**src/rtl/bch_syndrome_gen_if.sv**
```systemverilog
// ---------------------------------------------------------------------------
// bch_syndrome_gen_if
// Bundles the loader-side and solver-side signals of the BCH syndrome
// generator.
//   master : drives set/mode/code, in_valid/idata and out_ready
//            (input loader plus key-equation solver side)
//   slave  : the syndrome generator; drives in_ready, out_valid and results
//
// Handshake: a beat moves on a rising edge where in_valid && in_ready are
// both high. Results move on a rising edge where out_valid && out_ready are
// both high. The source holds its data stable while valid is high and ready
// is low. valid never depends combinationally on ready.
// ---------------------------------------------------------------------------
interface bch_syndrome_gen_if #(
  parameter int P     = 8,
  parameter int T_MAX = 4,
  parameter int M_MAX = 10
);
  logic                       set;
  logic                       mode;
  logic [1:0]                 code;
  logic                       in_valid;
  logic                       in_ready;
  logic [8*P-1:0]             idata;
  logic                       out_valid;
  logic                       out_ready;
  logic [2*T_MAX*M_MAX-1:0]   syn;
  logic                       syn_zero;
  logic [9:0]                 min1_idx;
  logic [9:0]                 min2_idx;

  modport master (
    output set, mode, code, in_valid, idata, out_ready,
    input  in_ready, out_valid, syn, syn_zero, min1_idx, min2_idx
  );

  modport slave (
    input  set, mode, code, in_valid, idata, out_ready,
    output in_ready, out_valid, syn, syn_zero, min1_idx, min2_idx
  );
endinterface

```
**src/rtl/bch_syndrome_gen.sv**
```systemverilog
// ---------------------------------------------------------------------------
// bch_syndrome_gen
// Streaming syndrome generator for a GF(2^6/2^8/2^10) BCH code. Each accepted
// beat of P LLRs is folded into S1..S(2*T_MAX) by P-parallel Horner
// evaluation. In soft mode the two least-reliable positions are tracked.
//
// Ports
//   clk         : clock, rising edge
//   rstn        : synchronous active-low reset
//   bus         : slave modport of bch_syndrome_gen_if
//                 (set/mode/code, in_valid/in_ready/idata,
//                  out_valid/out_ready/syn/syn_zero/min1_idx/min2_idx)
//   dbg_state_o : current FSM state (0 IDLE, 1 LOAD, 2 DONE)
// ---------------------------------------------------------------------------
module bch_syndrome_gen #(
  parameter int P     = 8,
  parameter int T_MAX = 4,
  parameter int M_MAX = 10
) (
  input  logic                      clk,
  input  logic                      rstn,
  bch_syndrome_gen_if.slave         bus,
  output logic [1:0]                dbg_state_o
);

  localparam int GW = 10;          // internal GF word, wide enough for m=10
  localparam int NS = 2 * T_MAX;

  typedef enum logic [1:0] {
    S_IDLE = 2'd0,
    S_LOAD = 2'd1,
    S_DONE = 2'd2
  } state_e;

  // Multiply by alpha in the field picked by c. Bits at and above m stay 0.
  function automatic logic [GW-1:0] mul_alpha(input logic [GW-1:0] a,
                                              input logic [1:0]    c);
    logic [GW-1:0] r;
    r = {a[GW-2:0], 1'b0};
    case (c)
      2'd1: begin
        r = r & 10'h03F;
        if (a[5]) r = r ^ 10'h003;
      end
      2'd2: begin
        r = r & 10'h0FF;
        if (a[7]) r = r ^ 10'h01D;
      end
      default: begin
        if (a[9]) r = r ^ 10'h009;
      end
    endcase
    return r;
  endfunction

  // alpha^e; used only with constant arguments to build coefficient tables.
  function automatic logic [GW-1:0] alpha_pow(input int e, input logic [1:0] c);
    logic [GW-1:0] r;
    r = 10'd1;
    for (int i = 0; i < e; i++) r = mul_alpha(r, c);
    return r;
  endfunction

  // General product a*b, Horner over the bits of b.
  function automatic logic [GW-1:0] gf_mul(input logic [GW-1:0] a,
                                           input logic [GW-1:0] b,
                                           input logic [1:0]    c);
    logic [GW-1:0] r;
    r = '0;
    for (int i = GW - 1; i >= 0; i--) begin
      r = mul_alpha(r, c);
      if (b[i]) r = r ^ a;
    end
    return r;
  endfunction

  state_e                 state_q, state_d;
  logic                   mode_q, mode_d;
  logic [1:0]             code_q, code_d;
  logic                   first_q, first_d;      // next beat is the frame's first
  logic [9:0]             pos_base_q, pos_base_d; // position of byte 0 of next beat
  logic [NS-1:0][GW-1:0]  syn_q, syn_d, syn_upd;
  logic [7:0]             min1_val_q, min1_val_d, min2_val_q, min2_val_d;
  logic [9:0]             min1_idx_q, min1_idx_d, min2_idx_q, min2_idx_d;

  // Hard decisions; the padding position (top byte of the first beat) is 0.
  logic [P-1:0] hb;
  always_comb begin
    for (int k = 0; k < P; k++) hb[k] = bus.idata[8*k+7];
    if (first_q) hb[P-1] = 1'b0;
  end

  // Per-syndrome Horner step: S_j*alpha^(jP) xor sum_k b_k*alpha^(jk).
  for (genvar j = 1; j <= NS; j++) begin : g_syn
    localparam logic [GW-1:0] STEP1 = alpha_pow(j*P, 2'd1);
    localparam logic [GW-1:0] STEP2 = alpha_pow(j*P, 2'd2);
    localparam logic [GW-1:0] STEP3 = alpha_pow(j*P, 2'd3);
    logic [P-1:0][GW-1:0] pw;
    logic [GW-1:0]        step;
    logic [GW-1:0]        acc;

    for (genvar k = 0; k < P; k++) begin : g_k
      localparam logic [GW-1:0] PW1 = alpha_pow(j*k, 2'd1);
      localparam logic [GW-1:0] PW2 = alpha_pow(j*k, 2'd2);
      localparam logic [GW-1:0] PW3 = alpha_pow(j*k, 2'd3);
      assign pw[k] = (code_q == 2'd1) ? PW1 : (code_q == 2'd2) ? PW2 : PW3;
    end

    always_comb begin
      step = (code_q == 2'd1) ? STEP1 : (code_q == 2'd2) ? STEP2 : STEP3;
      acc  = gf_mul(syn_q[j-1], step, code_q);
      for (int k = 0; k < P; k++) begin
        if (hb[k]) acc = acc ^ pw[k];
      end
    end

    assign syn_upd[j-1] = acc;
  end

  // Min-|LLR| chain across the beat in arrival order (highest byte first).
  // Strict less-than keeps the earlier, higher-index position on ties.
  logic [7:0] c_m1v, c_m2v, mag, byte_v;
  logic [9:0] c_m1i, c_m2i, pos;
  always_comb begin
    c_m1v  = min1_val_q;
    c_m2v  = min2_val_q;
    c_m1i  = min1_idx_q;
    c_m2i  = min2_idx_q;
    mag    = '0;
    byte_v = '0;
    pos    = '0;
    for (int k = P - 1; k >= 0; k--) begin
      byte_v = bus.idata[8*k +: 8];
      if (byte_v == 8'h80)   mag = 8'd127;   // -128 saturates
      else if (byte_v[7])    mag = -byte_v;
      else                   mag = byte_v;
      pos = pos_base_q + 10'(k);
      if (!(first_q && (k == P - 1))) begin
        if (mag < c_m1v) begin
          c_m2v = c_m1v;
          c_m2i = c_m1i;
          c_m1v = mag;
          c_m1i = pos;
        end else if (mag < c_m2v) begin
          c_m2v = mag;
          c_m2i = pos;
        end
      end
    end
  end

  // Next-state and datapath control.
  always_comb begin
    state_d    = state_q;
    mode_d     = mode_q;
    code_d     = code_q;
    first_d    = first_q;
    pos_base_d = pos_base_q;
    syn_d      = syn_q;
    min1_val_d = min1_val_q;
    min2_val_d = min2_val_q;
    min1_idx_d = min1_idx_q;
    min2_idx_d = min2_idx_q;
    case (state_q)
      S_IDLE: begin
        if (bus.set && (bus.code != 2'd0)) begin
          state_d    = S_LOAD;
          mode_d     = bus.mode;
          code_d     = bus.code;
          first_d    = 1'b1;
          syn_d      = '0;
          min1_val_d = 8'd128;
          min2_val_d = 8'd128;
          min1_idx_d = '0;
          min2_idx_d = '0;
          case (bus.code)
            2'd1:    pos_base_d = 10'(64 - P);
            2'd2:    pos_base_d = 10'(256 - P);
            default: pos_base_d = 10'(1024 - P);
          endcase
        end
      end
      S_LOAD: begin
        if (bus.in_valid) begin
          syn_d      = syn_upd;
          first_d    = 1'b0;
          pos_base_d = pos_base_q - 10'(P);
          if (mode_q) begin
            min1_val_d = c_m1v;
            min2_val_d = c_m2v;
            min1_idx_d = c_m1i;
            min2_idx_d = c_m2i;
          end
          if (pos_base_q == 10'd0) state_d = S_DONE;  // beat holding position 0
        end
      end
      S_DONE: begin
        if (bus.out_ready) state_d = S_IDLE;
      end
      default: state_d = S_IDLE;
    endcase
  end

  always_ff @(posedge clk) begin
    if (!rstn) begin
      state_q    <= S_IDLE;
      mode_q     <= 1'b0;
      code_q     <= 2'd0;
      first_q    <= 1'b0;
      pos_base_q <= '0;
      syn_q      <= '0;
      min1_val_q <= 8'd128;
      min2_val_q <= 8'd128;
      min1_idx_q <= '0;
      min2_idx_q <= '0;
    end else begin
      state_q    <= state_d;
      mode_q     <= mode_d;
      code_q     <= code_d;
      first_q    <= first_d;
      pos_base_q <= pos_base_d;
      syn_q      <= syn_d;
      min1_val_q <= min1_val_d;
      min2_val_q <= min2_val_d;
      min1_idx_q <= min1_idx_d;
      min2_idx_q <= min2_idx_d;
    end
  end

  assign bus.in_ready  = (state_q == S_LOAD);
  assign bus.out_valid = (state_q == S_DONE);
  assign bus.syn_zero  = (state_q == S_DONE) && (syn_q == '0);
  assign bus.min1_idx  = min1_idx_q;
  assign bus.min2_idx  = min2_idx_q;
  assign dbg_state_o   = state_q;

  always_comb begin
    bus.syn = '0;
    for (int j = 0; j < NS; j++) bus.syn[j*M_MAX +: GW] = syn_q[j];
  end

endmodule

```
**src/flat_wrapper.sv**
```systemverilog
// flat-port wrapper written by rule: the top's interface ports become plain ports
module bch_syndrome_gen_flat 
#(
  parameter int P     = 8,
  parameter int T_MAX = 4,
  parameter int M_MAX = 10
)
  (clk, rstn, dbg_state_o, bus_set, bus_mode, bus_code, bus_in_valid, bus_idata, bus_out_ready, bus_in_ready, bus_out_valid, bus_syn, bus_syn_zero, bus_min1_idx, bus_min2_idx);
  bch_syndrome_gen_if #(.P(P), .T_MAX(T_MAX), .M_MAX(M_MAX)) bus_i ();
  input  logic clk;
  input  logic rstn;
  output logic [1:0] dbg_state_o;
  input wire logic [$bits(bus_i.set)-1:0] bus_set;
  input wire logic [$bits(bus_i.mode)-1:0] bus_mode;
  input wire logic [$bits(bus_i.code)-1:0] bus_code;
  input wire logic [$bits(bus_i.in_valid)-1:0] bus_in_valid;
  input wire logic [$bits(bus_i.idata)-1:0] bus_idata;
  input wire logic [$bits(bus_i.out_ready)-1:0] bus_out_ready;
  output wire logic [$bits(bus_i.in_ready)-1:0] bus_in_ready;
  output wire logic [$bits(bus_i.out_valid)-1:0] bus_out_valid;
  output wire logic [$bits(bus_i.syn)-1:0] bus_syn;
  output wire logic [$bits(bus_i.syn_zero)-1:0] bus_syn_zero;
  output wire logic [$bits(bus_i.min1_idx)-1:0] bus_min1_idx;
  output wire logic [$bits(bus_i.min2_idx)-1:0] bus_min2_idx;
  assign bus_i.set = bus_set;
  assign bus_i.mode = bus_mode;
  assign bus_i.code = bus_code;
  assign bus_i.in_valid = bus_in_valid;
  assign bus_i.idata = bus_idata;
  assign bus_i.out_ready = bus_out_ready;
  assign bus_in_ready = bus_i.in_ready;
  assign bus_out_valid = bus_i.out_valid;
  assign bus_syn = bus_i.syn;
  assign bus_syn_zero = bus_i.syn_zero;
  assign bus_min1_idx = bus_i.min1_idx;
  assign bus_min2_idx = bus_i.min2_idx;
  bch_syndrome_gen #(.P(P), .T_MAX(T_MAX), .M_MAX(M_MAX)) u_core (.clk(clk), .rstn(rstn), .bus(bus_i), .dbg_state_o(dbg_state_o));
endmodule
```
**config.mk**
```make
export PLATFORM = sky130hd
export DESIGN_NAME = bch_syndrome_gen_flat
export DESIGN_NICKNAME = d
export VERILOG_FILES = /design/src/rtl/bch_syndrome_gen_if.sv /design/src/rtl/bch_syndrome_gen.sv /design/src/flat_wrapper.sv
export SDC_FILE = /design/constraint.sdc
export NUM_CORES = 2
export LEC_CHECK = 0
export BUFFER_PORTS_ARGS = -buffer_cell sky130_fd_sc_hd__buf_4
export CAP_MARGIN = 20
export CORE_UTILIZATION = 40
export DETAILED_ROUTE_END_ITERATION = 10
export HOLD_SLACK_MARGIN = 0.05
export PLACE_DENSITY = 0.62
export REMOVE_ABC_BUFFERS = 1
export SYNTH_ARGS = -nofsm -noshare
export SYNTH_HDL_FRONTEND = slang
export SYNTH_SLANG_ARGS = --single-unit
```
**constraint.sdc**
```tcl
create_clock -name clk -period 53.6 [get_ports clk]
set_clock_uncertainty 0.15 [all_clocks]
set_input_delay 8.04 -clock clk [delete_from_list [all_inputs] [get_ports clk]]
set_output_delay 8.04 -clock clk [all_outputs]
set_load 0.01 [all_outputs]
```
== After elaboration in Yosys (flattened, before gate mapping) ==
Index checks and enable logic that the tools add are counted.

* Output and inout port bits: 105
* Register bits: 132

* Muxes and demuxes: 578
* Magnitude comparators: 16
* Eq/ne operators: 21
* Add/sub/neg operators: 16
* Bitwise gates (word level): 352
* Reductions and logical operators: 12

{| class="wikitable"
|+ Operators by type and width
! operator !! count
|-
| 10-bit 2-to-1 mux || 189
|-
| 10-bit case mux with 2 select lines || 76
|-
| 10-bit bitwise XOR || 113
|-
| 8-bit 2-to-1 mux || 53
|-
| 5-bit 2-to-1 mux || 75
|-
| 4-bit 2-to-1 mux || 74
|-
| 2-bit NOT || 144
|-
| 4-bit NOT || 72
|-
| 80-bit 2-to-1 mux || 2
|-
| 80-bit case mux with 2 select lines || 1
|-
| 2-bit 2-to-1 mux || 77
|-
| 8-bit less-than comparator || 16
|-
| 80-bit zero test || 1
|-
| 8-bit == test (second input constant) || 8
|-
| 8-bit negator || 8
|-
| 9-bit 2-to-1 mux || 7
|-
| 10-bit by 3-bit adder with 10-bit output (second input constant) || 4
|-
| 10-bit by 7-bit bitwise XOR with 10-bit output || 4
|-
| 8-bit case mux with 2 select lines || 2
|-
| 6-bit 2-to-1 mux || 4
|-
| 7-bit 2-to-1 mux || 3
|-
| 10-bit by 2-bit adder with 10-bit output (second input constant) || 2
|-
| 1-bit NOT || 18
|-
| 17-bit by 1-bit != test with 1-bit output (second input constant) || 1
|-
| 20 further kinds || 41
|}

== Depth between registers and ports, before layout ==
* Depth in word-level cells: 67
* Mapped depth: 97
* Depth with buffers taken out: 90

== Worst setup path before layout ==
Ideal clock, no wire load.

* Path kind: input-to-reg
* Start: input bus_idata[56]
* End: register u_core.min2_idx_q[4] (netlist: u_core.bus.min2_idx[4])
* Stages on the path: 89
* Required time: 53.328 ns
* Setup slack: 28.289 ns
* Buffers on the path: 10
* Arrival: 25.039 ns
* Cells stage by stage: inv_1 -> ha_1 -> or3b_1 -> o311ai_0 -> o21a_1 -> ha_1 -> and3_1 -> a211oi_1 -> o2111ai_2 -> nand2_1 -> buf_1 -> mux2i_1 -> ha_1 -> a21oi_1 -> o21ai_0 -> nand4bb_1 -> nor4bb_1 -> nor3_1 -> (+53 left out) -> a2111oi_2 -> a221oi_4 -> buf_2 -> nor2b_1 -> o31a_1 -> ha_1 -> a21o_1 -> a21o_1 -> a21oi_1 -> nand2_1 -> a21o_1 -> a311o_1 -> nand3_1 -> buf_4 -> nor3_1 -> o21a_1 -> buf_2 -> a221o_1

* Longest elaborated chain between the ends: 31
* Elaborated cells between the ends (all ways): 73
* Those cells by class: 1 x add/sub; 16 x order compare; 3 x eq/ne; 52 x mux; 1 x reduce/logical

{| class="wikitable"
|+ RTL lines
! element !! line !! text
|-
| start: declaration || flat_wrapper.sv:17 || <nowiki>input wire logic [$bits(bus_i.idata)-1:0] bus_idata;</nowiki>
|-
| 8-bit negator || bch_syndrome_gen.sv:135 || <nowiki>else if (byte_v[7]) mag = -byte_v;</nowiki>
|-
| 8-bit 2-to-1 mux || bch_syndrome_gen.sv:135 ||
|-
| 8-bit 2-to-1 mux (*) || bch_syndrome_gen.sv:134 || <nowiki>if (byte_v == 8'h80) mag = 8'd127;</nowiki>
|-
| 8-bit less-than comparator || bch_syndrome_gen.sv:144 || <nowiki>end else if (mag < c_m2v) begin</nowiki>
|-
| 8-bit 2-to-1 mux || bch_syndrome_gen.sv:144 ||
|-
| 8-bit 2-to-1 mux || bch_syndrome_gen.sv:139 || <nowiki>if (mag < c_m1v) begin</nowiki>
|-
| 8-bit 2-to-1 mux || bch_syndrome_gen.sv:138 || <nowiki>if (!(first_q && (k == P - 1))) begin</nowiki>
|-
| 8-bit less-than comparator || bch_syndrome_gen.sv:144 ||
|-
| (+15 left out) || -- ||
|-
| 8-bit 2-to-1 mux || bch_syndrome_gen.sv:144 ||
|-
| 8-bit 2-to-1 mux || bch_syndrome_gen.sv:139 ||
|-
| 8-bit less-than comparator || bch_syndrome_gen.sv:144 ||
|-
| 10-bit 2-to-1 mux || bch_syndrome_gen.sv:144 ||
|-
| 10-bit 2-to-1 mux || bch_syndrome_gen.sv:139 ||
|-
| 10-bit 2-to-1 mux || bch_syndrome_gen.sv:188 || <nowiki>if (mode_q) begin</nowiki>
|-
| 10-bit 2-to-1 mux || bch_syndrome_gen.sv:184 || <nowiki>if (bus.in_valid) begin</nowiki>
|-
| 10-bit case mux with 2 select lines || bch_syndrome_gen.sv:164 || <nowiki>case (state_q)</nowiki>
|-
| end signal: assignment || bch_syndrome_gen.sv:226 || <nowiki>min2_idx_q <= min2_idx_d;</nowiki>
|-
| end: declaration || bch_syndrome_gen.sv:84 || <nowiki>logic [9:0] min1_idx_q, min1_idx_d, min2_idx_q, min2_idx_d;</nowiki>
|}

Mark *: on every way between the ends. The rest lies on a longest branch, timed or not. The select of a mux whose other input is x is not followed.
A chain may end at the register's enable or synchronous reset.

== Worst setup path after layout ==
* Start: input bus_idata[56]
* End: register u_core.min2_idx_q[7] (netlist: u_core.bus.min2_idx[7])

Same word-level chain as after synthesis.

==> results.yml <==
detailed_routing:
  dr.pass1.iters: 6
  wl_per_cell_um: 21.2
  vias: 30800
  drt_wl_total_um: 108000
  post-route-drc-count: 0
  drt_iter0_drc: 3204
  viasPerCell: 6.05
  ant_nets: 0
setup_path:
  crit_end: "u_core.bus.min2_idx[7]$_SDFFE_PN0P_"
  reg2reg_to: "u_core.bus.min2_idx[7]$_SDFFE_PN0P_"
  r2r-start: "u_core.min1_val_q[6]$_SDFFE_PN0P_"
  cp_common_cell: "a21oi_1"
  cp-startpoint: "bus_idata[56]"
  slowest_stage: "o31ai_2"
  rr_worst_depth: 74
  slowest_delay_ns: 0.88
  critPathLaunchType: "input port"
  critPathCaptureType: "flop"
  crit_fanout: 25
  rrSetupSlack_ns: 34.43
  required_ns: 53.78
  crit_arrival_ns: 27.90
  critPathKind: "input port to flop"
timing:
  setup_viol: 0
  setup_slack_ns: 25.89
  finalMaxSlewViolations: 0
  tightest_slew_ns: 1.03
  fmax_ghz: 0.0361
  max-slew-margin-rel: 0.312
  finalCriticalPeriod_ns: 27.71
  fin_tns_setup_ns: 0
  rsz0062_at_grt: "false"
  hold_viol: 0
  finalCritPeriodShare: 0.517
yosys:
  synth.distinct_cells: 104
  yosysSeqAreaShare: 0.0933
  synthesis.area_um2: 27700
  ys_warn_count: 0
  ys_seq_elements: 129
  synthArstFlopShare: 0
  syn_area_per_cell_um2: 6.54
  synth_edf_count: 0
  netlist_instances: 4232
  synthFlopType: "dfxtp_1"
clocking:
  clockBufferDepth: 2
  cts-root-buf: "clkbuf_16"
  clock_latency_ns: 0.46
  numCtsBuffers: 17
  holdBufCountCts: 0
  cts_resized: 0
  post_cts_buffers: 0
  cts_tree: "yes"
  cts.sinks: 129
  cts.clk_slew.worst_paths_ns: 0.06
  htree_num_levels: 4
floorplan:
  start_util: 0.404
  num_rows: 96
  die_area_um2: 70300
  fp.dieW_um: 265
  dieHeight_um: 265
  ioPinCount: 177
  core_area_um2: 68600
placement:
  portBuffers: 176
  gp_congestion: 0.977
  post-place-ws_ns: 25.61
  place_hpwl_um: 78100
grt:
  gr-usage-all-layers: 0.297
  grt_max_degree: 122
  overflow: 0
  grt_pass1_vias: 27800
  antenna_found_initial: 2
  grt_pass1_wl_um: 166000
finish:
  final_cell_mix: "nand2_1, xnor2_1, nor2_1"
  final_common_cell: "nand2_1"
  final_layout_size_suffix_gt1_frac: 0.0900
  area_growth_pct: 9.13
  nNetsFinal: 4340
  n_antenna_cell: 0
outcome:
  status: "complete, no violations"
power_and_ir_drop:
  power_uw: 1720
  p_per_area_nw_per_um2: 57.0
  leakagePower_uw: 0.0114
  vdd_drop_max_v: 0.0000674
min_path:
  min_path_cells: 2
  hold_start: "u_core.mode_q$_SDFFE_PN0P_"
  min_path_type: "flop to flop"
flow_run:
  cap_violations: 0
-- metrics by stage --
step / utilization / area, um2 / cells / hold WS, ns
2_1_floorplan: - / 26400 / 3883 / 0.287
3_3_place_gp: 0.430 / 29500 / 5063 / 0.297
3_5_place_dp: 0.430 / 29500 / 5063 / 0.302
4_1_cts: 0.440 / 30200 / 5094 / 0.310
5_1_grt: 0.441 / 30200 / 5096 / 0.336
6_report: 0.441 / 30200 / 5096 / 0.313
-- final cells by class --
cell class,instances,area (um2)
clock inverter,13,236
inverter,125,474
tap,931,1160
timing repair buffer,251,1940
clock buffer,18,429
multi-input combinational,3629,23400
sequential,129,2580
fill,7262,38400
-- logic make-up after synthesis --
kind of cell | synth area share
AO/OA/AOI/OAI | 0.300
adder cells (fa/ha/maj) | 0.0520
multiplexers | 0.0515
flip-flops | 0.0933
AND/OR/NAND/NOR | 0.224
buffers and inverters | 0.0650
XOR/XNOR | 0.214
-- how the worst min path moves through the flow --
stage | slack (ns) | endpoint
after global placement | 0.30 | u_core.mode_q$_SDFFE_PN0P_
after floorplan | 0.29 | u_core.mode_q$_SDFFE_PN0P_
final | 0.31 | u_core.mode_q$_SDFFE_PN0P_
after detailed placement | 0.30 | u_core.mode_q$_SDFFE_PN0P_
after CTS | 0.31 | u_core.mode_q$_SDFFE_PN0P_
after global routing | 0.34 | u_core.bus.min2_idx[2]$_SDFFE_PN0P_
-- report_power, final --
group          total [uW]  internal (uW)  leakage, uW  switching (uW)
Combinational        1460            531       0.0101             926
Clock                 138           87.1     0.000308            50.8
Sequential            129            105      0.00105            23.8
Total                1720            723       0.0114            1000
-- registers in the layout, indices dropped and copies added (netlist names) --
signal	cells
u_core.bus.syn	80
u_core.bus.min1_idx	10
u_core.bus.min2_idx	10
u_core.min1_val_q	8
u_core.min2_val_q	8
u_core.pos_base_q	7
u_core.code_q	2
u_core.dbg_state_o	2
u_core.first_q	1
u_core.mode_q	1
-- critical path: cells and delay by family --
kind / cells / cell delay [ns]
and+or+nand+nor: 22 / 5.83
AOI/OAI and AO/OA: 41 / 9.60
buffers and inverters: 4 / 0.68
muxes: 3 / 1.15
adders and majority gates: 9 / 2.50
-- synth_stat cells (13+ instances only) --
cell | instances | area [um2]
a211oi_1 | 55 | 413
a21o_1 | 38 | 285
a21oi_1 | 372 | 1860
a221o_1 | 15 | 150
a221oi_1 | 23 | 201
a22oi_1 | 98 | 736
a31oi_1 | 52 | 325
a32oi_1 | 21 | 184
and2_1 | 24 | 150
and3_1 | 19 | 119
buf_1 | 75 | 282
clkbuf_1 | 263 | 987
dfxtp_1 | 129 | 2580
ha_1 | 115 | 1440
inv_1 | 119 | 447
mux2_2 | 31 | 349
mux2i_1 | 102 | 1020
nand2_1 | 562 | 2110
nand2b_1 | 32 | 200
nand3_1 | 72 | 360
nand4_1 | 22 | 138
nor2_1 | 449 | 1690
nor2b_1 | 48 | 300
nor3_1 | 72 | 360
nor4_1 | 29 | 181
o211ai_1 | 54 | 405
o21a_1 | 23 | 173
o21ai_0 | 292 | 1460
o221ai_1 | 14 | 123
o22ai_1 | 59 | 369
o31ai_1 | 35 | 263
or2_2 | 13 | 81.3
or3_1 | 23 | 144
xnor2_1 | 456 | 3990
xor2_1 | 216 | 1890
-- metal layers --
layer / global-route usage / vias up / wire [um]
met2: 0.488 / 1331 / 48900
met5: 0 / - / 22
li1: - / 14800 / -
met3: 0.0394 / 227 / 8180
met1: 0.395 / 14500 / 46700
met4: 0.107 / 4 / 4250
No activity file was read; power rests on OpenSTA's default activity.
